**config.mk**
```make
export PLATFORM = sky130hd
export DESIGN_NAME = serial7_rx
export DESIGN_NICKNAME = d
export VERILOG_FILES = /design/src/rtl/serial7_pkg.sv /design/src/rtl/serial7_deser.sv /design/src/rtl/serial7_rx.sv
export SDC_FILE = /design/constraint.sdc
export NUM_CORES = 1
export LEC_CHECK = 0
export CORE_MARGIN = 2
export CORE_UTILIZATION = 45
export DETAILED_ROUTE_END_ITERATION = 8
export SLEW_MARGIN = 20
export SYNTH_ARGS = -nofsm -noshare
export SYNTH_HDL_FRONTEND = slang
export SYNTH_HIERARCHICAL = 1
export SYNTH_SLANG_ARGS = --single-unit
```
**constraint.sdc**
```tcl
create_clock -name clk -period 3.5 [get_ports clk]
set_clock_uncertainty 0.15 [all_clocks]
set_input_delay 0.7 -clock clk [delete_from_list [all_inputs] [get_ports clk]]
set_output_delay 0.7 -clock clk [all_outputs]
set_load 0.02 [all_outputs]
```
**src/rtl/serial7_pkg.sv**
```systemverilog
// Shared constants and state encoding for the serial7 receiver.
package serial7_pkg;

  localparam int unsigned WORD_W = 7;

  localparam logic [WORD_W-1:0] SYNC_WORD_DFLT = 7'b1110101;

  typedef enum logic [1:0] {
    HUNT    = 2'd0,
    CONFIRM = 2'd1,
    LOCK    = 2'd2
  } state_e;

endpackage

```
**src/rtl/serial7_deser.sv**
```systemverilog
// Serial window shift register and word-boundary bit counter.
module serial7_deser
  import serial7_pkg::*;
(
  input  logic              clk,
  input  logic              rst,
  input  logic              din,
  input  logic              realign,
  output logic [WORD_W-1:0] next_win,
  output logic              boundary
);

  logic [WORD_W-1:0] win_q;
  logic [2:0]        bcnt_q, bcnt_d;

  assign next_win = {win_q[WORD_W-2:0], din};
  assign boundary = (bcnt_q == 3'(WORD_W - 1));

  // realign makes the edge after a hunt match count as bit 0 of the next word
  always_comb begin
    bcnt_d = bcnt_q + 3'd1;
    if (realign || boundary) begin
      bcnt_d = '0;
    end
  end

  always_ff @(posedge clk or negedge rst) begin
    if (!rst) begin
      win_q  <= '0;
      bcnt_q <= '0;
    end else begin
      win_q  <= next_win;
      bcnt_q <= bcnt_d;
    end
  end

endmodule

```
**src/rtl/serial7_rx.sv**
```systemverilog
// Serial-to-parallel receiver: sync-word hunt, lock confirmation, word output
// and lock loss after too many consecutive non-sync words.
module serial7_rx
  import serial7_pkg::state_e;
  import serial7_pkg::HUNT;
  import serial7_pkg::LOCK;
  import serial7_pkg::WORD_W;
  import serial7_pkg::SYNC_WORD_DFLT;
#(
  parameter logic [6:0]  SYNC_WORD = SYNC_WORD_DFLT,
  parameter int unsigned CONFIRM   = 2,
  parameter int unsigned MAX_GAP   = 8
) (
  input  logic              clk,
  input  logic              rst,
  input  logic              din,
  output logic [WORD_W-1:0] dout,
  output logic              dout_valid,
  output logic              locked,
  output logic              sync_err
);

  state_e            state_q, state_d;
  logic [2:0]        mcnt_q, mcnt_d;
  logic [3:0]        gcnt_q, gcnt_d;
  logic [WORD_W-1:0] dout_q, dout_d;
  logic              valid_q, valid_d;
  logic              locked_q, locked_d;
  logic              err_q, err_d;

  logic [WORD_W-1:0] next_win;
  logic              boundary;
  logic              realign;
  logic              is_sync;

  serial7_deser u_deser (
    .clk      (clk),
    .rst      (rst),
    .din      (din),
    .realign  (realign),
    .next_win (next_win),
    .boundary (boundary)
  );

  assign is_sync = (next_win == SYNC_WORD);

  always_comb begin
    state_d = state_q;
    mcnt_d  = mcnt_q;
    gcnt_d  = gcnt_q;
    dout_d  = dout_q;
    valid_d = 1'b0;
    err_d   = 1'b0;
    realign = 1'b0;
    unique case (state_q)
      HUNT: begin
        if (is_sync) begin
          realign = 1'b1;
          mcnt_d  = 3'd1;
          gcnt_d  = '0;
          state_d = (CONFIRM == 1) ? LOCK : serial7_pkg::CONFIRM;
        end
      end
      serial7_pkg::CONFIRM: begin
        if (boundary) begin
          if (is_sync) begin
            mcnt_d = mcnt_q + 3'd1;
            if (mcnt_d == 3'(CONFIRM)) begin
              state_d = LOCK;
              gcnt_d  = '0;
            end
          end else begin
            state_d = HUNT;
            mcnt_d  = '0;
          end
        end
      end
      LOCK: begin
        if (boundary) begin
          if (is_sync) begin
            gcnt_d = '0;
          end else begin
            // the word that exhausts the gap budget is still delivered
            dout_d  = next_win;
            valid_d = 1'b1;
            gcnt_d  = gcnt_q + 4'd1;
            if (gcnt_d == 4'(MAX_GAP)) begin
              state_d = HUNT;
              err_d   = 1'b1;
              gcnt_d  = '0;
              mcnt_d  = '0;
            end
          end
        end
      end
      default: begin
        state_d = HUNT;
        mcnt_d  = '0;
        gcnt_d  = '0;
      end
    endcase
    locked_d = (state_d == LOCK);
  end

  always_ff @(posedge clk or negedge rst) begin
    if (!rst) begin
      state_q  <= HUNT;
      mcnt_q   <= '0;
      gcnt_q   <= '0;
      dout_q   <= '0;
      valid_q  <= 1'b0;
      locked_q <= 1'b0;
      err_q    <= 1'b0;
    end else begin
      state_q  <= state_d;
      mcnt_q   <= mcnt_d;
      gcnt_q   <= gcnt_d;
      dout_q   <= dout_d;
      valid_q  <= valid_d;
      locked_q <= locked_d;
      err_q    <= err_d;
    end
  end

  assign dout       = dout_q;
  assign dout_valid = valid_q;
  assign locked     = locked_q;
  assign sync_err   = err_q;

endmodule
```
---- Yosys cells after proc, flatten, opt, wreduce, memory -nomap -nowiden ----
Index checks and enable logic that the tools add are counted.
word-level totals
  bits in registers ....................... 28
  input port bits ......................... 3
  output and inout port bits .............. 10
cells by class
  add/sub/neg operators ................... 3
  equality and inequality tests ........... 14
  mux-type cells .......................... 33
  bitwise operators ....................... 1
  reductions and logical operators ........ 5
operators with widths
  operator                                                                 number
  4-bit two-way mux                                                        7
  3-bit two-way mux                                                        7
  2-bit two-way mux                                                        7
  4-bit one-hot mux with 3 select lines                                    1
  2-bit inequality test, second input constant                             5
  5-bit AND reduction                                                      2
  1-bit two-way mux                                                        9
  3-bit one-hot mux with 3 select lines                                    1
  7-bit == test, second input constant                                     1
  3-bit by 1-bit adder with 3-bit output, second input constant            2
  2-bit one-hot mux with 3 select lines                                    1
  4-bit by 1-bit adder with 4-bit output, second input constant            1
  2-bit == test, second input constant                                     2
  4-bit == test, second input constant                                     1
  2-bit by 1-bit inequality test with 1-bit output, second input constant  2
  3-bit by 2-bit == test with 1-bit output, second input constant          1
  3-bit == test, second input constant                                     1
  3-bit AND reduction                                                      1
  2-bit by 1-bit == test with 1-bit output, second input constant          1
  2-bit logical NOT                                                        1
  1-bit logical OR                                                         1
  1-bit NOT                                                                1

---- Longest topological paths before layout ----
  depth in word-level cells ............... 7
  depth in mapped cells ................... 8
  mapped depth without buffers ............ 7

---- Cells and area by module ----
The synthesis kept the hierarchy.
by module, submodules not included
  module         instances  cells each  area each (µm²)  sequential area each (µm²)
  serial7_rx     1          106         1123.6           475.5
  serial7_deser  1          20          302.8            225.2

---- Worst setup path before layout ----
Ideal clock, no wire load.
  path type ............................... input -> register
  start point ............................. input din
  end point ............................... register gcnt_q[2]
  library setup time ...................... 124 ps
  data arrival time ....................... 1752 ps
  required time ........................... 3226 ps
  setup slack ............................. 1474 ps
  stages .................................. 6
  cell sequence ........................... buf_4 nand4b_4 or2_1 buf_6 o21a_1 a211o_1
on the way
  cells in the longest elaborated chain, start to end .. 4
RTL lines
  what                                   line               RTL
  from (decl)                            serial7_rx.sv:16   input logic din,
  7-bit == test (*)                      serial7_rx.sv:45   assign is_sync = (next_win == SYNC_WORD);
  4-bit two-way mux                      serial7_rx.sv:80   if (is_sync) begin
  4-bit two-way mux                      serial7_rx.sv:79   if (boundary) begin
  4-bit one-hot mux with 3 select lines  serial7_rx.sv:55   unique case (state_q)
  to (signal assigned)                   serial7_rx.sv:117  gcnt_q <= gcnt_d;
  to (decl)                              serial7_rx.sv:25   logic [3:0] gcnt_q, gcnt_d;
Every way passes the cells marked *; elsewhere a longest branch is shown, timed or not. The select of a mux whose other input is x is not followed.
A chain may end at the register's enable or synchronous reset.

---- Final worst setup path ----
Ends and elaborated chain as after synthesis.

==> parameters.txt <==
Parameter                              Value

Status
  Result of the run ... finished clean

Floorplanning
  Core ar. ... 3030 sq um
  Std-Cell Rows ... 20
  Die outline height ... 60.3 um
  Width of the die ... 60.3 um
  Number of ports placed on the die boundary ... 13
  Effective utilization at floorplan ... 47.1%
  Die area ... 3640 sq um

Detailed routing
  Via density ... 5.44
  Number of antenna-violating nets in the routed design ... 0
  Number of remaining DRC errors ... 0
  Wire per inst ... 14.5 um
  Number of optimization iterations in the first detailed-route pass ... 4
  Total wirelength of the detailed-routed design ... 2630 um
  DR iter-0 viols ... 44
  Via total after detailed routing ... between 900 and 1000

CTS
  Clock latency of the later-clocked register in the worst-skew pair ... about 0.32 ns
  Clock slew at the register clock pins of the worst setup and hold paths ... around 0.15 ns
  Count of buffers added by post-CTS timing repair for setup ... 0
  Sink Count ... 28
  CTS tree ... done
  Buffer cell driving the clock tree root ... sky130_fd_sc_hd__clkbuf_4
  H-tree Lvls ... 1
  Post-cts sizing count ... 0
  Number of buffers on the longest clock path ... 2
  Number of buffers inserted during clock tree synthesis ... 3
  Number of buffers inserted by hold repair at cts ... 0

Timing
  Max frequency ... 455 MHz
  Minimum clock period after layout ... 2.20 ns
  RSZ-0062 raised after global routing ... false
  Share of the cycle needed by the critical path after routing ... 62.8%
  Number of setup violations in the final report ... 0
  Actual transition at the worst max-transition pin ... between 0.5 and 0.6 ns
  Worst hold slack ... ~0.28 ns
  Total count of max-transition violations in the final report ... 0
  Max-slew headroom at the worst pin ... 65.3%
  Total negative slack for setup checks ... 0 ns
  Final hold violation count ... 0

Synth
  Top-area cell type share of the netlist area ... 49.1%
  Number of different library cells in the post-synthesis netlist ... 43
  Most frequently used flop master after synthesis ... sky130_fd_sc_hd__dfrtp_1
  Largest cells by area after synthesis ... sky130_fd_sc_hd__dfrtp_1 49%, sky130_fd_sc_hd__mux2_2 5.5%, sky130_fd_sc_hd__ha_1 5.3%
  Share of flip-flops with an asynchronous set or reset ... 100%
  Seq/Total Area, Yosys ... approximately half
  Syn Nets ... 135
  Average instance area after synthesis ... 11.3 sq um
  Most frequent cell after synthesis ... sky130_fd_sc_hd__dfrtp_1
  Register bit total from synthesis ... 28
  Cell type with the highest aggregate area in the netlist ... sky130_fd_sc_hd__dfrtp_1
  EDFF count, synth ... 0
  Leading cell types by count after synthesis ... 28 x sky130_fd_sc_hd__dfrtp_1, 7 x sky130_fd_sc_hd__mux2_2, 6 x sky130_fd_sc_hd__ha_1, 6 x sky130_fd_sc_hd__nor2_1
  Synthesis Warnings ... 6
  Netlist Area Pre-Place ... ~1400 sq um
  Gate count after technology mapping ... 126

Pwr
  Standby leakage power ... 0.680 nW
  Worst vdd ir ... 0.397 mV
  Power per unit of standard cell area ... 685 nW/um^2
  Total chip power ... roughly 0.0011 W

Placed design
  Half-perimeter wire length of the detailed placement result ... between 1500 and 2000 um
  IO Port Bufs ... 12
  Placed cell count ... 177
  Placer's final routability congestion estimate ... 0.902

Job
  Count of maximum capacitance violations ... 0

Critical path
  Class of the most critical setup path ... input port to flip-flop
  Required time worst endpoint ... ~3.6 ns
  Worst setup path startpoint ... din
  Critical Path Fanout Max ... 9
  Launching point of the worst reg2reg path ... u_deser/bcnt_q[0]
  Endpoint kind of the worst setup timing path ... flip-flop
  Kind of start point of the critical path ... input port
  Data arrival time at the worst-slack endpoint ... between 2 and 2.5 ns

Global route
  Number of antenna violations at the first check in global routing ... 0
  Vias in the first global route ... 978
  Aggregate global routing overflow ... 0
  Tot GR Track Use ... 17.3%
  Global-route wire length before repair ... 4640 um
  Largest net degree at the start of global routing ... 29

Cells and area
  Total Nets Final ... between 100 and 150
  Non-filler cells in the finished layout ... 181
  Final core utilization ... 53.7%
  Layout area overhead ... 14.0%
  Proportion of layout cells with a drive suffix above 1 ... 13.1%
  Inserted Diodes ... 0

Hold path
  Critical hold path startpoint ... u_deser/win_q[0]
  Path class of the lowest-slack min-delay path ... flip-flop to flip-flop
[where the power goes]
part | internal, W | switching, W | leakage [nW]
sequential | 0.000408 | 0.0000676 | 0.336
combinational | 0.000221 | 0.000207 | 0.316
clock | 0.000116 | 0.0000957 | 0.0279
total | 0.000744 | 0.000370 | 0.680
[critical path, cell delays in order]
cell and delay (ns):
sky130_fd_sc_hd__clkdlybuf4s50_1 0.54, sky130_fd_sc_hd__nand4b_4 0.14, sky130_fd_sc_hd__or2_1 0.36, sky130_fd_sc_hd__o21a_1 0.25
sky130_fd_sc_hd__a211o_1 0.29
[sequential cells by signal, summed over array words and instances, names as in the netlist]
signal and cells:
u_deser/bcnt_q 3, mcnt_q 3, dout 7, state_q 2
gcnt_q 4, u_deser/win_q 6, sync_err 1, locked 1
dout_valid 1
[kinds of logic (layout without fill, tap and decap cells)]
| logic type | after synthesis | count (layout) | share of synthesized area, % |
|---|---|---|---|
| XOR/XNOR | 1 | 1 | 0.614 |
| AO/OA/AOI/OAI | 35 | 35 | 18.1 |
| flip-flops | 28 | 28 | 49.1 |
| AND/OR/NAND/NOR | 38 | 38 | 17.6 |
| adder cells (fa/ha/maj) | 6 | 6 | 5.26 |
| buffers and inverters | 11 | 22 | 3.77 |
| multiplexers | 7 | 7 | 5.53 |
[per-stage QoR]
step / setup slack (ns) / instance area [sq um]
floorplan: 1.47 / 1430
global placement: 0.944 / 1570
detailed placement: 0.925 / 1570
CTS: 1.31 / 1630
global route: 1.22 / 1630
finish: 1.30 / 1630
[final timing paths]
kind	slack, ns	cells after the start	to
max in group asynchronous	2.37	2	mcnt_q[1]
min in group asynchronous	0.57	2	u_deser/bcnt_q[1]
min reg2reg	0.28	0	u_deser/win_q[1]
max	1.30	5	gcnt_q[2]
min	0.28	0	u_deser/win_q[1]
max reg2reg	1.50	6	gcnt_q[3]
[layout make-up]
class                      instances  area [sq um]
sequential                        28           701
fill                             274          1400
inverter                           5          18.8
clock buffer                       3          22.5
clock inverter                     1          30.0
timing repair buffer              13           128
tap                               44          55.1
multi-input combinational         87           672
[routing by layer]
metal	part of all wire, %	global-route usage (%)
met1	50	24.9
met2	46	27.0
met3	3.4	2.38
met4	0.80	5.71
met5	0	0
[cell usage in the layout (no fill, tap or decap), drive strengths merged, types with 2 or more instances in the layout]
cell / count
nand2: 5
nor2: 6
dfrtp: 28
o211ai: 5
and2: 3
clkbuf: 3
nor2b: 3
nand3: 2
a21oi: 4
a211o: 3
nand2b: 3
inv: 5
nand3b: 2
o21ai: 3
ha: 6
nor3b: 2
nor3: 5
o22ai: 2
o21a: 5
clkdlybuf4s50: 12
a211oi: 2
a21o: 3
mux2: 7
a21boi: 2
(Power assumes the default switching activity.)
==> edit, RTL diff (config.mk and constraints unchanged) <==
Set the package constant `WORD_W` to 14 (it was 7).
--- a/src/rtl/serial7_pkg.sv
+++ b/src/rtl/serial7_pkg.sv
@@ -1,7 +1,7 @@
 // Shared constants and state encoding for the serial7 receiver.
 package serial7_pkg;
 
-  localparam int unsigned WORD_W = 7;
+  localparam int unsigned WORD_W = 14;
 
   localparam logic [WORD_W-1:0] SYNC_WORD_DFLT = 7'b1110101;
 
Interface: changed (resized dout); port bits go from 13 to 20. The function was not compared with the original's and may differ.
==> edit against the unedited design <==
- worst setup slack worse by 360 ps
- total power down 22%
- area after synthesis up 28%
- highest routed layer unchanged
- die area up 26%
- cell area up 31%
- wire length up 20%
- combinational power down 92%
- sequential cell count up 14
- clock power up 50%
==> edit: results (changes against the unedited design) <==
synthesis:
  synthAdderAreaFrac: 0.04118  # was 0.05263
  syn_nets: 154  # was 135
  synthMuxAreaShare: 0.09266  # was 0.05526
  ys_seq_area_frac: 0.5765  # was 0.4912
  yosys-top-cells-count: "dfrtp_1 (42), mux2_1 (11), a21oi_1 (8)"  # was dfrtp_1 (28), mux2_2 (7), ha_1 (6), nor2_1 (6)
  ys_async_sr_fraction: 1.000  # unchanged
  avgSynthCellArea_um2: 12.57  # was 11.32 um2
  synthXorXnorAreaFrac: 0.004804  # was 0.006140
  yosys-top-cells-area: "dfrtp_1 (58%), mux2_1 (6.8%), ha_1 (4.1%)"  # was dfrtp_1 (49%), mux2_2 (5.5%), ha_1 (5.3%)
  synth_compound_area_frac: 0.1249  # was 0.1807
critical_path:
  cpPeakStageDelay_ps: 510  # was 540 ps
  critical-path-slowest-cell: "a221o_1"  # was clkdlybuf4s50_1
  cpLargestDelayFamily: "simple AND/OR/NAND/NOR gates"  # was buffers and inverters
  rr_worst_depth: 8  # was 6
  crit_fanout: 11  # was 9
sta:
  slew_headroom: 0.3958  # was 0.6531
place:
  port-buffer-count: 19  # was 12
  placed_area_mm2: 0.002033  # was 0.001574 mm2
  dp.cells: 208  # was 177
  dp_hpwl_um: 2256  # was 1919 um
  place_congestion: 0.9031  # was 0.9023
global_route:
  met3_usage: 0.05667  # was 0.02381
  grt_pass1_vias: 1212  # was 978
  grt_pass1_wl_um: 5478  # was 4643 um
  grt_util_met2: 0.2684  # was 0.2702
  met1_usage: 0.1985  # was 0.2493
  track_usage: 0.1658  # was 0.1732
  grt_max_degree: 43  # was 29
detailed_routing:
  drt-initial-drc-count: 82  # was 44
  avgRoutedWirePerCell_um: 14.62  # was 14.50 um
  via_per_inst: 5.486  # was 5.442
cells_and_area:
  largest_reg_flops: 14  # was 7
  diodes: 0  # unchanged
  fill_cells: 339  # was 274
  nets: 174  # was 147
  drive_gt1_frac: 0.1145  # was 0.1314
  layoutNonFillerInstCount: 216  # was 181
cts:
  htreeDepth: 2  # was 1
  clock_latency_ps: 290  # was 320 ps
  path_clk_slew_ps: 80  # was 150 ps
  cts_buffers: 5  # was 3
  root_buffer: "clkbuf_8"  # was clkbuf_4
pwr:
  p_leak_uw: 0.0009858  # was 0.0006796 uW
  worst_ir_drop_vdd_v: 0.0002838  # was 0.0003975 V
status:
  run_status: "complete, no violations"  # unchanged
[edit: final cells by class]
type                            count  area, um2  area share
Timing Repair Buffer               19      185.2     0.08701
Clock buffer                        6      82.58     0.03880
Sequential cell                    42       1051      0.4938
Multi-Input combinational cell     89      704.4      0.3310
Inverter                            8      30.03     0.01411
Tap cell                           50      62.56     0.02939
Clock inverter                      2      12.51    0.005879
[edit: power breakdown]
part,switching (uW),internal [uW]
logic,18.8,14.9
registers,14.9,504
clock network,160,158
total,194,677
[edit: path summary, 6_finish.rpt]
| path | startpoint | endpoint | slack [ps] |
|---|---|---|---|
| worst max-delay path | din | gcnt_q[0] | 940 |
| worst min-delay path | u_deser/win_q[3] | u_deser/win_q[4] | 240 |
| worst max register to register | u_deser/bcnt_q[1] | dout[1] | 1150 |
| worst min register to register | u_deser/win_q[3] | u_deser/win_q[4] | 240 |
| max in group asynchronous | rst | dout[3] | 2250 |
| min in group asynchronous | rst | gcnt_q[3] | 390 |
[edit: worst register-to-register path, cell delays in order, from the launching register on]
cell,delay (ps)
dfrtp_1,390
inv_1,60
ha_1,170
and2_1,310
inv_1,150
a41oi_2,230
nand2_2,250
inv_2,190
mux2_1,330
[edit: layer usage]
layer	share of wire	vias to the layer above
met5	0	-
met2	0.49	18
met3	0.039	6
met1	0.45	606
li1	-	555
met4	0.018	0
[edit: cells by family after synthesis]
logic type,after synthesis
muxes,15
DFF,42
xor gates and xnor gates,1
AOI/OAI and AO/OA,31
buffers and inverters,14
and+or+nand+nor,36
adders and majority gates,6
[edit: metrics by stage]
stage | hold WS [ps] | setup slack [ps]
2_1_floorplan | 209.9 | 1414
3_3_place_gp | 233.8 | 692.9
3_5_place_dp | 234.7 | 642.9
4_1_cts | 247.9 | 955.1
5_1_grt | 268.1 | 849.2
6_report | 241.1 | 942.3
